$ cat config.mk
export PLATFORM = sky130hd
export DESIGN_NAME = hyperbus_w2phy
export DESIGN_NICKNAME = d
export VERILOG_FILES = /design/src/rtl/hyperbus_pkg.sv /design/src/rtl/hyperbus_w2phy_merge.sv /design/src/rtl/hyperbus_w2phy.sv
export SDC_FILE = /design/constraint.sdc
export NUM_CORES = 1
export LEC_CHECK = 0
export BUFFER_PORTS_ARGS = -buffer_cell sky130_fd_sc_hd__clkbuf_2
export CORE_MARGIN = 5
export CORE_UTILIZATION = 62
export DETAILED_ROUTE_END_ITERATION = 10
export PLACE_DENSITY = 0.95
export SLEW_MARGIN = 25
export SYNTH_ARGS = -nofsm -noshare
export SYNTH_HDL_FRONTEND = slang
export SYNTH_SLANG_ARGS = --single-unit
export TNS_END_PERCENT = 5
$ cat constraint.sdc
create_clock -name clk_i -period 9.4 [get_ports clk_i]
set_clock_uncertainty 0.1 [all_clocks]
set_input_delay 1.88 -clock clk_i [delete_from_list [all_inputs] [get_ports clk_i]]
set_output_delay 1.88 -clock clk_i [all_outputs]
set_load 0.05 [all_outputs]
$ cat src/rtl/hyperbus_pkg.sv
// Shared HyperBus controller definitions: PHY count and the write-splitter state type.
package hyperbus_pkg;

   localparam int NumPhys = 2;

   typedef enum logic [1:0] {
      Idle,
      WaitAxi,
      Merge,
      Send
   } hyperbus_w2phy_state_t;

endpackage

$ cat src/rtl/hyperbus_w2phy_merge.sv
// Byte-window merge: copies the beat bytes whose address lies in [axi_addr, beat_end) into the PHY accumulator.
module hyperbus_w2phy_merge #(
   parameter int NumAxiBytes = 8,
   parameter int NumPhyBytes = 4,
   parameter int BurstLength = 9
) (
   input  logic [BurstLength-1:0]   phy_cnt_i,
   input  logic [BurstLength-1:0]   axi_addr_i,
   input  logic [BurstLength:0]     beat_end_i,
   input  logic [8*NumAxiBytes-1:0] beat_data_i,
   input  logic [NumAxiBytes-1:0]   beat_strb_i,
   input  logic [8*NumPhyBytes-1:0] acc_data_i,
   input  logic [NumPhyBytes-1:0]   acc_strb_i,
   output logic [8*NumPhyBytes-1:0] acc_data_o,
   output logic [NumPhyBytes-1:0]   acc_strb_o
);

   localparam int LaneW = $clog2(NumAxiBytes);

   always_comb begin
      logic [BurstLength:0] byte_addr;
      logic [LaneW-1:0]     lane;
      // NOTE: every output gets a default before the loop, so no latch is inferred for untouched bytes.
      acc_data_o = acc_data_i;
      acc_strb_o = acc_strb_i;
      byte_addr  = '0;
      lane       = '0;
      for (int k = 0; k < NumPhyBytes; k++) begin
         byte_addr = {1'b0, phy_cnt_i} + (BurstLength+1)'(k);
         lane      = byte_addr[LaneW-1:0];
         if (byte_addr >= {1'b0, axi_addr_i} && byte_addr < beat_end_i) begin
            acc_data_o[8*k +: 8] = beat_data_i[8*lane +: 8];
            acc_strb_o[k]        = beat_strb_i[lane];
         end
      end
   end

endmodule

$ cat src/rtl/hyperbus_w2phy.sv
// HyperBus write-path splitter: packs AXI W beats into masked PHY words for the write CDC FIFO.
// Define HYPERBUS_W2PHY_CHECK_EN to enable the sticky last-beat mismatch flag on err_o.
module hyperbus_w2phy #(
   parameter int AxiDataWidth = 64,
   parameter int NumPhys      = hyperbus_pkg::NumPhys,
   parameter int BurstLength  = 9,
   parameter int AddrWidth    = $clog2(AxiDataWidth/8)
) (
   input  logic                      clk_i,
   input  logic                      rst_ni,
   input  logic                      trans_handshake_i,
   input  logic                      is_a_write_i,
   input  logic [AddrWidth-1:0]      start_addr_i,
   input  logic [2:0]                size_i,
   input  logic [BurstLength-1:0]    burst_len_i,
   input  logic                      axi_valid_i,
   output logic                      axi_ready_o,
   input  logic [AxiDataWidth-1:0]   axi_data_i,
   input  logic [AxiDataWidth/8-1:0] axi_strb_i,
   input  logic                      axi_last_i,
   output logic                      phy_valid_o,
   input  logic                      phy_ready_i,
   output logic [16*NumPhys-1:0]     phy_data_o,
   output logic [2*NumPhys-1:0]      phy_strb_o,
   output logic                      phy_last_o,
   output logic                      err_o
);
   import hyperbus_pkg::*;

   localparam int NumAxiBytes = AxiDataWidth / 8;
   localparam int NumPhyBytes = 2 * NumPhys;

   hyperbus_w2phy_state_t state_q, state_d;
   logic [BurstLength-1:0]  axi_addr_q, axi_addr_d, phy_cnt_q, phy_cnt_d, last_addr_q, last_addr_d;
   logic [2:0]              size_q, size_d;
   logic [16*NumPhys-1:0]   acc_data_q, acc_data_d, merged_data;
   logic [NumPhyBytes-1:0]  acc_strb_q, acc_strb_d, merged_strb;
   logic [AxiDataWidth-1:0] beat_data_q, beat_data_d;
   logic [NumAxiBytes-1:0]  beat_strb_q, beat_strb_d;
   logic [BurstLength:0]    beat_end, phy_end;
   logic                    beat_is_last, send_last;

   function automatic logic [BurstLength-1:0] align_down(input logic [BurstLength-1:0] addr,
                                                         input logic [2:0]             size);
      return addr & ~((BurstLength'(1) << size) - BurstLength'(1));
   endfunction

   // Ends carry one extra bit so a beat finishing exactly at 2^BurstLength still compares correctly.
   assign beat_end     = {1'b0, align_down(axi_addr_q, size_q)} + ((BurstLength+1)'(1) << size_q);
   assign phy_end      = {1'b0, phy_cnt_q} + (BurstLength+1)'(NumPhyBytes);
   assign beat_is_last = (align_down(axi_addr_q, size_q) == last_addr_q);
   assign send_last    = beat_is_last && (beat_end <= phy_end);

   hyperbus_w2phy_merge #(
      .NumAxiBytes(NumAxiBytes),
      .NumPhyBytes(NumPhyBytes),
      .BurstLength(BurstLength)
   ) i_merge (
      .phy_cnt_i  (phy_cnt_q),
      .axi_addr_i (axi_addr_q),
      .beat_end_i (beat_end),
      .beat_data_i(beat_data_q),
      .beat_strb_i(beat_strb_q),
      .acc_data_i (acc_data_q),
      .acc_strb_i (acc_strb_q),
      .acc_data_o (merged_data),
      .acc_strb_o (merged_strb)
   );

   always_comb begin
      state_d     = state_q;
      axi_addr_d  = axi_addr_q;
      phy_cnt_d   = phy_cnt_q;
      last_addr_d = last_addr_q;
      size_d      = size_q;
      acc_data_d  = acc_data_q;
      acc_strb_d  = acc_strb_q;
      beat_data_d = beat_data_q;
      beat_strb_d = beat_strb_q;
      axi_ready_o = 1'b0;
      phy_valid_o = 1'b0;
      phy_last_o  = 1'b0;
      unique case (state_q)
         Idle: begin
            if (trans_handshake_i && is_a_write_i) begin
               axi_addr_d  = BurstLength'(start_addr_i);
               phy_cnt_d   = BurstLength'(start_addr_i) & ~BurstLength'(NumPhyBytes - 1);
               size_d      = size_i;
               last_addr_d = align_down(BurstLength'(start_addr_i), size_i) + (burst_len_i << size_i);
               acc_data_d  = '0;
               acc_strb_d  = '0;
               state_d     = WaitAxi;
            end
         end
         WaitAxi: begin
            axi_ready_o = 1'b1;
            if (axi_valid_i) begin
               beat_data_d = axi_data_i;
               beat_strb_d = axi_strb_i;
               state_d     = Merge;
            end
         end
         Merge: begin
            acc_data_d = merged_data;
            acc_strb_d = merged_strb;
            if (beat_end >= phy_end || beat_is_last) begin
               state_d = Send;
            end else begin
               axi_addr_d = beat_end[BurstLength-1:0];
               state_d    = WaitAxi;
            end
         end
         Send: begin
            phy_valid_o = 1'b1;
            phy_last_o  = send_last;
            if (phy_ready_i) begin
               phy_cnt_d  = phy_end[BurstLength-1:0];
               acc_data_d = '0;
               acc_strb_d = '0;
               if (send_last) begin
                  state_d = Idle;
               end else if (beat_end > phy_end) begin
                  state_d = Merge;
               end else begin
                  axi_addr_d = beat_end[BurstLength-1:0];
                  state_d    = WaitAxi;
               end
            end
         end
         default: state_d = Idle;
      endcase
   end

   // NOTE: the datapath registers are reset too, because phy_data_o/phy_strb_o must read 0 out of reset.
   always_ff @(posedge clk_i or negedge rst_ni) begin
      if (!rst_ni) begin
         state_q     <= Idle;
         axi_addr_q  <= '0;
         phy_cnt_q   <= '0;
         last_addr_q <= '0;
         size_q      <= '0;
         acc_data_q  <= '0;
         acc_strb_q  <= '0;
         beat_data_q <= '0;
         beat_strb_q <= '0;
      end else begin
         // NOTE: non-blocking assignments keep every register sampling pre-edge values.
         state_q     <= state_d;
         axi_addr_q  <= axi_addr_d;
         phy_cnt_q   <= phy_cnt_d;
         last_addr_q <= last_addr_d;
         size_q      <= size_d;
         acc_data_q  <= acc_data_d;
         acc_strb_q  <= acc_strb_d;
         beat_data_q <= beat_data_d;
         beat_strb_q <= beat_strb_d;
      end
   end

   assign phy_data_o = acc_data_q;
   assign phy_strb_o = acc_strb_q;

`ifdef HYPERBUS_W2PHY_CHECK_EN
   logic beat_last_q, err_q, err_d;

   always_comb begin
      err_d = err_q;
      if (state_q == Idle && trans_handshake_i && is_a_write_i) begin
         err_d = 1'b0;
      end else if (state_q == Merge && beat_last_q != beat_is_last) begin
         err_d = 1'b1;
      end
   end

   always_ff @(posedge clk_i or negedge rst_ni) begin
      if (!rst_ni) begin
         beat_last_q <= 1'b0;
         err_q       <= 1'b0;
      end else begin
         if (state_q == WaitAxi && axi_valid_i) beat_last_q <= axi_last_i;
         err_q <= err_d;
      end
   end

   assign err_o = err_q;
`else
   logic unused_last;
   assign unused_last = axi_last_i;
   assign err_o       = 1'b0;
`endif

endmodule

==> impl_metrics.env, run 1 <==
export IMPL_status="completed"
export IMPL_worst_slew_pin_slew_ps=951
export IMPL_place_area_um2=8810
export IMPL_grt_use_met1=0.375
export IMPL_p_clk_frac=0.177
export IMPL_cts_resized=0
export IMPL_antenna_found_initial=0
export IMPL_grt_pass1_wl_mm=36.1
export IMPL_placedCellCount=1013
export IMPL_vias_per_cell=6.34
export IMPL_synth_cells=745
export IMPL_nets=1003
export IMPL_min_path_type="flop to flop"
export IMPL_seqCellArea_um2=3450
export IMPL_dieArea_um2=15400
export IMPL_swShare=0.453
export IMPL_met2_usage=0.508
export IMPL_min_period_over_period=0.738
export IMPL_fill_cells=733
export IMPL_ys_flop_type="dfrtp_1"
export IMPL_start_util=0.636
export IMPL_area_growth_pct=16.3
export IMPL_grt_overflow=0
export IMPL_stdcell_count=1045
export IMPL_die_y_um=124
export IMPL_hold_violations=0
export IMPL_numPortBuffers=131
export IMPL_postCtsSetupBuffers=0
export IMPL_layout_drive_gt1_share=0.317
export IMPL_clockBufferDepth=2
export IMPL_yosysWarningCount=0
export IMPL_reg2reg_from="size_q[2]$_DFFE_PN0P_"
export IMPL_ys_seq_elements=138
export IMPL_h_tree_depth=4
export IMPL_drtIter0Drc=604
export IMPL_gp_congestion=0.974
export IMPL_ys_types=68
export IMPL_r2r_end="phy_data_o[20]$_DFFE_PN0P_"
export IMPL_syn_area_per_cell_um2=10.8
export IMPL_rsz0062_at_grt="false"
export IMPL_fin_crit_ps=6940
export IMPL_p_seq_frac=0.305
export IMPL_ir_drop_mv=0.279
export IMPL_wl_mm=22.8
export IMPL_diodes=0
export IMPL_dp_hpwl_mm=14.5
export IMPL_comb_power_share=0.518
export IMPL_post_drt_wl_per_cell_um=21.8
export IMPL_cp_max_fo=21
export IMPL_synth_async_reset_ratio=1.00
export IMPL_fmax_ghz=0.144
export IMPL_p_int_mw=2.01
export IMPL_grt_start_max_net_pins=80
export IMPL_hold_buffers=0
export IMPL_io_pins=134
export IMPL_crit_type="flop to primary output"
export IMPL_cp_arrival_ps=4960
export IMPL_r2r_cells=17
export IMPL_numCtsBuffers=17
export IMPL_clkSlewWorstSetupHoldPaths_ps=60
export IMPL_slew_viol_final=0
export IMPL_ant_nets=0
export IMPL_power_leakage_nw=4.48
export IMPL_yosys_area_top_type_share=0.428
export IMPL_cap_violations=0
export IMPL_worstPathRequired_ps=7420
export IMPL_power_density_nw_per_um2=392
export IMPL_multiInputGateArea_um2=4270
export IMPL_relSlewSlack=0.366
export IMPL_reg2reg_slack_ps=4130
export IMPL_min_delay_start="phy_strb_o[2]$_DFFE_PN0P_"
export IMPL_dr_pass1_iters=6
export IMPL_ys_seq_area_frac=0.428
export IMPL_crit_path_start="size_q[2]$_DFFE_PN0P_"
export IMPL_post_route_cell_area_um2=9380
export IMPL_start_kind="flop"
export IMPL_synthTopCellsByArea="dfrtp_1, mux2_2, ha_1"
export IMPL_synth_edf_count=0
export IMPL_grt_most_used_layer="met2"
export IMPL_cts_tree="yes"
export IMPL_root_buffer="clkbuf_16"
export IMPL_die_w_um=124
export IMPL_cp_end_kind="primary output"
export IMPL_setup_tns_ps=0
export IMPL_whs_ps=393
export IMPL_grt_util_met3=0.0704
export IMPL_p_sw_mw=1.67
export IMPL_cts_sinks=138
export IMPL_num_vias=6629
export IMPL_syn_area_um2=8060
export IMPL_num_rows=41
export IMPL_grt_pass1_vias=6856
export IMPL_track_usage=0.310
export IMPL_setup_violations_final=0
export IMPL_drc=0
export IMPL_clock_latency_ps=430
export IMPL_mostFrequentLayoutCells="dfrtp_1, clkbuf_2, mux2_2"
export IMPL_utilization=0.740
export IMPL_core_area_um2=12700
export IMPL_min_to="phy_strb_o[2]$_DFFE_PN0P_"
export IMPL_layout_commonest_cell="dfrtp_1"
export IMPL_yosysTopAreaCell="dfrtp_1"
export IMPL_min_path_cells=1
routing by layer:
metal,up-vias,share of wire
met3,115,0.076
met5,-,0
li1,2925,-
met1,3202,0.37
met2,387,0.50
met4,0,0.057
stage by stage:
| step | power [mW] | setup slack [ps] |
|---|---|---|
| floorplan | 2.48 | 3590 |
| global placement | 2.80 | 3220 |
| detailed placement | 2.90 | 3060 |
| CTS | 3.63 | 2570 |
| global route | 3.88 | 2130 |
| finish | 3.68 | 2460 |
synthesized netlist by cell type, types with 3 or more instances:
cell / instances
a211o_1: 3
a211oi_1: 6
a211oi_2: 3
a21o_1: 7
a21oi_1: 21
a221oi_2: 3
a31oi_1: 6
and2_1: 5
and3_1: 8
buf_1: 3
buf_2: 4
clkbuf_1: 32
dfrtp_1: 138
ha_1: 47
inv_1: 46
maj3_2: 4
mux2_2: 86
mux2i_1: 36
mux4_2: 4
nand2_1: 42
nand2b_1: 8
nand3_1: 17
nand3b_1: 5
nand4_1: 3
nor2_1: 29
nor2b_1: 5
nor3_1: 8
nor3b_1: 3
nor4_1: 4
o211ai_1: 9
o21a_1: 6
o21ai_0: 38
o21ai_1: 4
o221ai_1: 3
o22ai_1: 12
o2bb2ai_1: 18
or3_1: 6
xnor2_1: 16
xor2_1: 11
critical path: stages, from the launching register on:
cell       delay, ps
dfrtp_1          750
nor2_1           150
nand2_1          180
inv_1             60
ha_1             270
nand4bb_1         90
a22oi_1          310
a31oi_1          220
o31ai_1          410
xnor2_1          350
inv_1            110
ha_1             350
a211oi_1         220
a31oi_1          130
a31oi_1          270
nand2_1           90
nand2_1          110
and3_1           170
clkbuf_2         280
flip-flops by register name, summed over array words and instances, names as in the netlist:
| name | flops |
|---|---|
| phy_cnt_q | 7 |
| beat_data_q | 64 |
| last_addr_q | 9 |
| state_q | 2 |
| phy_data_o | 32 |
| size_q | 3 |
| phy_strb_o | 4 |
| axi_addr_q | 9 |
| beat_strb_q | 8 |
cell families (layout without fill, tap and decap cells):
group / after synthesis / after routing / share of synthesized area
muxes: 126 / 126 / 0.176
buffers and inverters: 88 / 213 / 0.0434
adders and majority gates: 53 / 53 / 0.0835
and+or+nand+nor: 153 / 153 / 0.0968
other: 1 / 4 / 0.000465
xor gates and xnor gates: 28 / 28 / 0.0321
DFF: 138 / 138 / 0.428
AOI/OAI and AO/OA: 158 / 158 / 0.139
worst max-delay path by stage:
stage	slack [ps]	cells past startpoint	end
finish	2460	18	phy_last_o
global route	2130	18	phy_last_o
CTS	2570	18	phy_last_o
detailed placement	3060	18	phy_last_o
global placement	3220	18	phy_last_o
floorplan	3590	18	phy_last_o
cell type report:
| class | instances | share of cell area |
|---|---|---|
| clock inverters | 12 | 0.0123 |
| clock buffers | 20 | 0.0487 |
| well taps | 172 | 0.0229 |
| repair buffers | 135 | 0.0738 |
| flip-flops and latches | 138 | 0.368 |
| inverters | 46 | 0.0184 |
| multi-input cells | 522 | 0.456 |
power groups by stage:
stage	clock network [mW]	registers [mW]	logic, mW
after global placement	0	1.07	1.73
after CTS	0.654	1.11	1.87
final	0.652	1.12	1.91
after detailed placement	0	1.10	1.80
after global routing	0.684	1.14	2.05
after floorplan	0	1.18	1.31
No activity file was read; power rests on OpenSTA's default activity.
==> run 2: changes to the inputs <==
Settings changed: ABC_AREA set to 1, CORE_UTILIZATION 62 to 57, PLACE_DENSITY 0.95 to 0.91.
Clock period 9.4 ns to 6.4 ns, I/O delays scaled along.
==> run 2 against run 1 <==
Against the previous run: global-route usage down 3.5 points; synthesized area up 1.9%; worst hold slack worse by 15 ps; critical path depth up 6; combinational power up 52%; clock power up 49%; non-clock buffer count up 1; die area up 9.9%; register-to-register slack worse by 2100 ps; design area up 1.8%; sequential power up 38%; critical path type unchanged; critical endpoint unchanged; largest cell class unchanged.
==> impl_metrics.env, run 2 <==
export IMPL_status="completed"
export IMPL_crit_type="flop to primary output"
export IMPL_drc=0
export IMPL_cts_sinks=138
export IMPL_hold_violations=0
export IMPL_p_clk_frac=0.179
export IMPL_grt_pass1_vias=7811
export IMPL_p_total_mw=5.42
export IMPL_comb_power_share=0.536
export IMPL_core_area_um2=14000
export IMPL_track_usage=0.276
export IMPL_synth_mux_area_frac=0.0806
export IMPL_yosysTopAreaCell="dfrtp_1"
export IMPL_cpMostUsedCell="nand2_1"
export IMPL_start_kind="flop"
export IMPL_p_seq_frac=0.284
export IMPL_top_register="beat_data_q"
export IMPL_stdcell_count=1280
export IMPL_setup_violations_final=0
export IMPL_dr_pass1_iters=5
export IMPL_dieArea_um2=16900
export IMPL_cp_end_kind="primary output"
export IMPL_antenna_found_initial=0
export IMPL_nets=1230
export IMPL_grt_start_max_net_pins=88
export IMPL_synthTopCellsByArea="dfrtp_1, nand2_1, mux2_2"
export IMPL_yosys_area_top_type_share=0.420
export IMPL_min_delay_start="phy_data_o[19]$_DFFE_PN0P_"
export IMPL_worstPathRequired_ps=5020
export IMPL_area_growth_pct=16.2
export IMPL_cts_resized=0
export IMPL_hold_buffers=0
export IMPL_fmax_ghz=0.175
export IMPL_grt_overflow=0
export IMPL_whs_ps=378
export IMPL_diodes=0
export IMPL_gp_congestion=0.912
export IMPL_slew_viol_final=0
export IMPL_synth_xor_area_share=0.0192
export IMPL_die_w_um=130
export IMPL_cts_tree="yes"
export IMPL_min_path_type="flop to flop"
export IMPL_power_leakage_nw=4.89
export IMPL_worst_slew_pin_slew_ps=1010
export IMPL_drtIter0Drc=722
export IMPL_swShare=0.483
export IMPL_synth_cells=968
export IMPL_syn_area_um2=8220
export IMPL_p_sw_mw=2.61
export IMPL_vias_per_cell=5.85
export IMPL_wl_mm=22.4
export IMPL_cap_violations=0
export IMPL_dp_hpwl_mm=15.0
export IMPL_synth_compound_area_frac=0.136
export IMPL_yosysWarningCount=0
export IMPL_synth_most_common_cell="nand2_1"
export IMPL_slowest_delay_ps=620
export IMPL_setup_tns_ps=0
export IMPL_reg2reg_slack_ps=1990
export IMPL_p_int_mw=2.80
export IMPL_ys_types=48
export IMPL_ys_flop_type="dfrtp_1"
export IMPL_clkSlewWorstSetupHoldPaths_ps=60
export IMPL_synth_fa_ha_area_frac=0.0764
export IMPL_reg2reg_from="size_q[1]$_DFFE_PN0P_"
export IMPL_ys_seq_elements=138
export IMPL_fin_crit_ps=5710
export IMPL_placedCellCount=1248
export IMPL_syn_area_per_cell_um2=8.49
export IMPL_rsz0062_at_grt="false"
export IMPL_clockBufferDepth=2
export IMPL_numPortBuffers=131
export IMPL_ys_seq_area_frac=0.420
export IMPL_postCtsSetupBuffers=0
export IMPL_r2r_end="axi_addr_q[0]$_DFFE_PN0P_"
export IMPL_cp_arrival_ps=4330
export IMPL_r2r_cells=25
export IMPL_ant_nets=0
export IMPL_power_density_nw_per_um2=567
export IMPL_path_cells="nor2_1 > nand2_1 > inv_1 > ha_1 > nand2_1 > o21ai_0 > a21o_1 > a21oi_1 > nor2_1 > o21ai_0 > nand3_1 > nand2_1 > inv_1 > ha_1 > nand2_1 > nor2_1 > nand4_1 > o211ai_1 > nand4_2 > nand2_2 > nand2_2 > nand2_2 > inv_1 > clkbuf_2"
export IMPL_synth_async_reset_ratio=1.00
export IMPL_grt_pass1_wl_mm=37.0
export IMPL_synth_top_family_by_area="simple AND/OR/NAND/NOR gates"
export IMPL_critPathSlowestCell="dfrtp_1"
export IMPL_synth_common_cells="nand2_1, dfrtp_1, inv_1, nor2_1, o21ai_0"
export IMPL_layout_drive_gt1_share=0.253
export IMPL_mostFrequentLayoutCells="nand2_1, dfrtp_1, clkbuf_2"
export IMPL_start_util=0.587
export IMPL_largest_reg_flops=64
export IMPL_num_vias=7491
export IMPL_clock_latency_ps=420
export IMPL_synth_edf_count=0
export IMPL_min_path_cells=2
export IMPL_relSlewSlack=0.329
export IMPL_die_y_um=130
export IMPL_io_pins=134
export IMPL_post_drt_wl_per_cell_um=17.5
export IMPL_min_period_over_period=0.892
export IMPL_root_buffer="clkbuf_16"
export IMPL_h_tree_depth=4
export IMPL_layout_commonest_cell="nand2_1"
export IMPL_min_to="phy_data_o[19]$_DFFE_PN0P_"
export IMPL_numCtsBuffers=17
export IMPL_synthSimpleGateAreaFrac=0.198
export IMPL_num_rows=43
export IMPL_cp_max_fo=14
export IMPL_ir_drop_mv=0.356
[run 2: worst max path at each step]
| stage | from | end | slack [ps] |
|---|---|---|---|
| after floorplan | size_q[1]$_DFFE_PN0P_ | phy_last_o | 1780 |
| after global placement | size_q[1]$_DFFE_PN0P_ | phy_last_o | 1390 |
| after detailed placement | size_q[1]$_DFFE_PN0P_ | phy_last_o | 1270 |
| after CTS | size_q[1]$_DFFE_PN0P_ | phy_last_o | 760 |
| after global routing | size_q[1]$_DFFE_PN0P_ | phy_last_o | 350 |
| final | size_q[1]$_DFFE_PN0P_ | phy_last_o | 690 |
[run 2: power by group through the flow]
stage	logic, mW	registers (mW)	clock network, mW
floorplan	2.04	1.65	0
detailed placement	2.78	1.52	0
global route	3.18	1.57	1.02
global placement	2.67	1.50	0
CTS	2.86	1.53	0.975
finish	2.90	1.54	0.972
[run 2: kinds of logic (layout without fill, tap and decap cells)]
logic type / count (synthesis) / in the layout
simple gates: 375 / 375
compound gates: 188 / 188
mux: 59 / 59
other cells: 1 / 4
fa+ha+maj: 49 / 49
xor+xnor: 18 / 18
buf+inv: 140 / 269
flops: 138 / 138
[run 2: area by class of cell]
class	count	area, um^2
clock buffers	18	429
clock inverters	14	146
fillers	998	4440
inverters	101	379
multi-input cells	693	4210
flip-flops and latches	138	3450
well taps	180	225
repair buffers	136	699
[run 2: metal layers]
metal | wire length [um] | GRT usage | vias to the layer above | share of wire
met4 | 772 | 0.125 | 0 | 0.034
met3 | 2070 | 0.0798 | 97 | 0.092
met5 | 0 | 0 | - | 0
met1 | 8550 | 0.330 | 3550 | 0.38
li1 | - | - | 3447 | -
met2 | 11000 | 0.462 | 397 | 0.49
[run 2: critical path: cells and delay by family (launching register included)]
family / cells / cell delay [ps]
AO/OA/AOI/OAI: 5 / 820
adder cells (fa/ha/maj): 2 / 490
buffers and inverters: 4 / 450
flip-flops: 1 / 620
AND/OR/NAND/NOR: 13 / 1520
[run 2: through the flow]
step	area [um^2]	setup WS, ps	utilization
CTS	9550	765	0.682
detailed placement	8970	1270	0.641
global placement	8970	1390	0.641
finish	9550	691	0.682
floorplan	8230	1780	-
global route	9550	347	0.682
==> run 3: changes to the inputs <==
Settings changed: REMOVE_ABC_BUFFERS set to 1.
==> run 3 against run 2 <==
Against the previous run: count of clock-buffer cells in the layout stayed put; non-clock buffer count stayed put; sequential power hardly changed; critical path type unchanged; total power is 1.0% lower; sequential share of layout area hardly changed; worst hold slack worse by 7.1 ps.
==> impl_metrics.env, run 3 (synthesis gave the netlist of run 2 again) <==
export IMPL_status="completed"
export IMPL_cp_max_fo=14
export IMPL_setup_violations_final=0
export IMPL_cts_sinks=138
export IMPL_min_period_over_period=0.865
export IMPL_layout_commonest_cell="nand2_1"
export IMPL_whs_ps=371
export IMPL_setup_tns_ps=0
export IMPL_slew_viol_final=0
export IMPL_grt_pass1_wl_mm=35.2
export IMPL_grt_pass1_vias=7499
export IMPL_clockBufferDepth=2
export IMPL_cts_tree="yes"
export IMPL_antenna_found_initial=0
export IMPL_layout_drive_gt1_share=0.254
export IMPL_dp_hpwl_mm=14.7
export IMPL_top_register="beat_data_q"
export IMPL_wl_mm=21.5
export IMPL_area_growth_pct=16.3
export IMPL_hold_violations=0
export IMPL_die_y_um=130
export IMPL_cap_violations=0
export IMPL_gp_congestion=0.968
export IMPL_power_leakage_nw=4.89
export IMPL_fmax_ghz=0.181
export IMPL_mostFrequentLayoutCells="nand2_1, dfrtp_1, clkbuf_2"
export IMPL_diodes=0
export IMPL_hold_buffers=0
export IMPL_min_path_type="flop to flop"
export IMPL_vias_per_cell=5.72
export IMPL_grt_start_max_net_pins=88
export IMPL_grt_overflow=0
export IMPL_io_pins=134
export IMPL_dr_pass1_iters=7
export IMPL_postCtsSetupBuffers=0
export IMPL_track_usage=0.263
export IMPL_cp_end_kind="primary output"
export IMPL_num_vias=7310
export IMPL_ir_drop_mv=0.317
export IMPL_post_drt_wl_per_cell_um=16.8
export IMPL_dieArea_um2=16900
export IMPL_grt_use_met1=0.314
export IMPL_worstPathRequired_ps=5020
export IMPL_clock_latency_ps=430
export IMPL_crit_type="flop to primary output"
export IMPL_start_util=0.587
export IMPL_met2_usage=0.437
export IMPL_root_buffer="clkbuf_16"
export IMPL_grt_util_met3=0.0589
export IMPL_drtIter0Drc=601
export IMPL_h_tree_depth=4
export IMPL_pre_cts_ws_ps=1330
export IMPL_cts_resized=0
export IMPL_core_area_um2=14000
export IMPL_largest_reg_flops=64
export IMPL_die_w_um=130
export IMPL_num_rows=43
export IMPL_rsz0062_at_grt="false"
export IMPL_clkSlewWorstSetupHoldPaths_ps=60
export IMPL_start_kind="flop"
export IMPL_numPortBuffers=131
export IMPL_ant_nets=0
export IMPL_worst_slew_pin_slew_ps=1050
export IMPL_nets=1230
export IMPL_relSlewSlack=0.302
export IMPL_cp_arrival_ps=4160
export IMPL_power_density_nw_per_um2=561
export IMPL_setup_ws_ps=862
export IMPL_utilization=0.683
export IMPL_drc=0
export IMPL_numCtsBuffers=17
export IMPL_fin_crit_ps=5540
export IMPL_grt_most_used_layer="met2"
[run 3: changes by cell type in the layout (fill, tap and decap cells not counted)]
cell,before,now
clkinv_2,5,3
clkinvlp_4,2,3
clkbuf_8,0,1
nor3_2,0,1
clkbuf_1,1,0
nor3_1,6,5
[run 3: path summary, 6_finish.rpt]
path                                       startpoint                          end  slack (ps)  cells after the start
min reg2reg                phy_data_o[21]$_DFFE_PN0P_   phy_data_o[21]$_DFFE_PN0P_         370                      2
max in group asynchronous                      rst_ni  beat_data_q[17]$_DFFE_PN0P_        4210                      2
max                             size_q[1]$_DFFE_PN0P_                   phy_last_o         860                     24
max reg2reg                     size_q[1]$_DFFE_PN0P_   phy_data_o[30]$_DFFE_PN0P_        2170                     22
min                        phy_data_o[21]$_DFFE_PN0P_   phy_data_o[21]$_DFFE_PN0P_         370                      2
min in group asynchronous                      rst_ni       state_q[0]$_DFFE_PN0P_         810                      1
[run 3: per-stage QoR]
stage,std cells,power [mW],cell area [um^2]
after global routing,1279,5.76,9560
after global placement,1248,4.15,8970
after CTS,1279,5.34,9560
after floorplan,932,3.60,8040
after detailed placement,1248,4.28,8980
final,1279,5.36,9560
[run 3: worst max-delay path, stage by stage, from the launching register on]
cell and delay, ps:
dfrtp_1 600, nor2_1 180, nand2_1 160, inv_1 70, ha_1 170, nand2_1 60
o21ai_0 110, a21o_1 190, a21oi_1 190, nor2_1 60, o21ai_0 200, nand3_1 100
nand2_1 200, inv_1 80, ha_1 290, nand2_1 70, nor2_1 90, nand4_1 120
o211ai_1 130, nand4_2 150, nand2_2 90, nand2_2 60, nand2_2 90, inv_1 50
clkbuf_2 230
[run 3: where the power goes]
group	internal, mW	switching (mW)	total [mW]	leakage, nW
clock	0.585	0.394	0.979	0.280
sequential	1.25	0.291	1.54	1.71
combinational	0.978	1.86	2.84	2.89
total	2.81	2.55	5.36	4.89
[run 3: layout make-up]
cell class	count	area, um^2
tap	180	225
sequential	138	3450
inverter	101	379
multi-input combinational	693	4220
fill	989	4430
clock buffer	18	439
clock inverter	13	144
timing repair buffer	136	699
[run 3: per-layer routing]
metal  routed length [um]  vias to the layer above  share of wire
met4                 1090                        0          0.050
met2                10700                      335           0.50
met3                 1460                       98          0.068
li1                     -                     3437              -
met5                    0                        -              0
met1                 8330                     3440           0.39
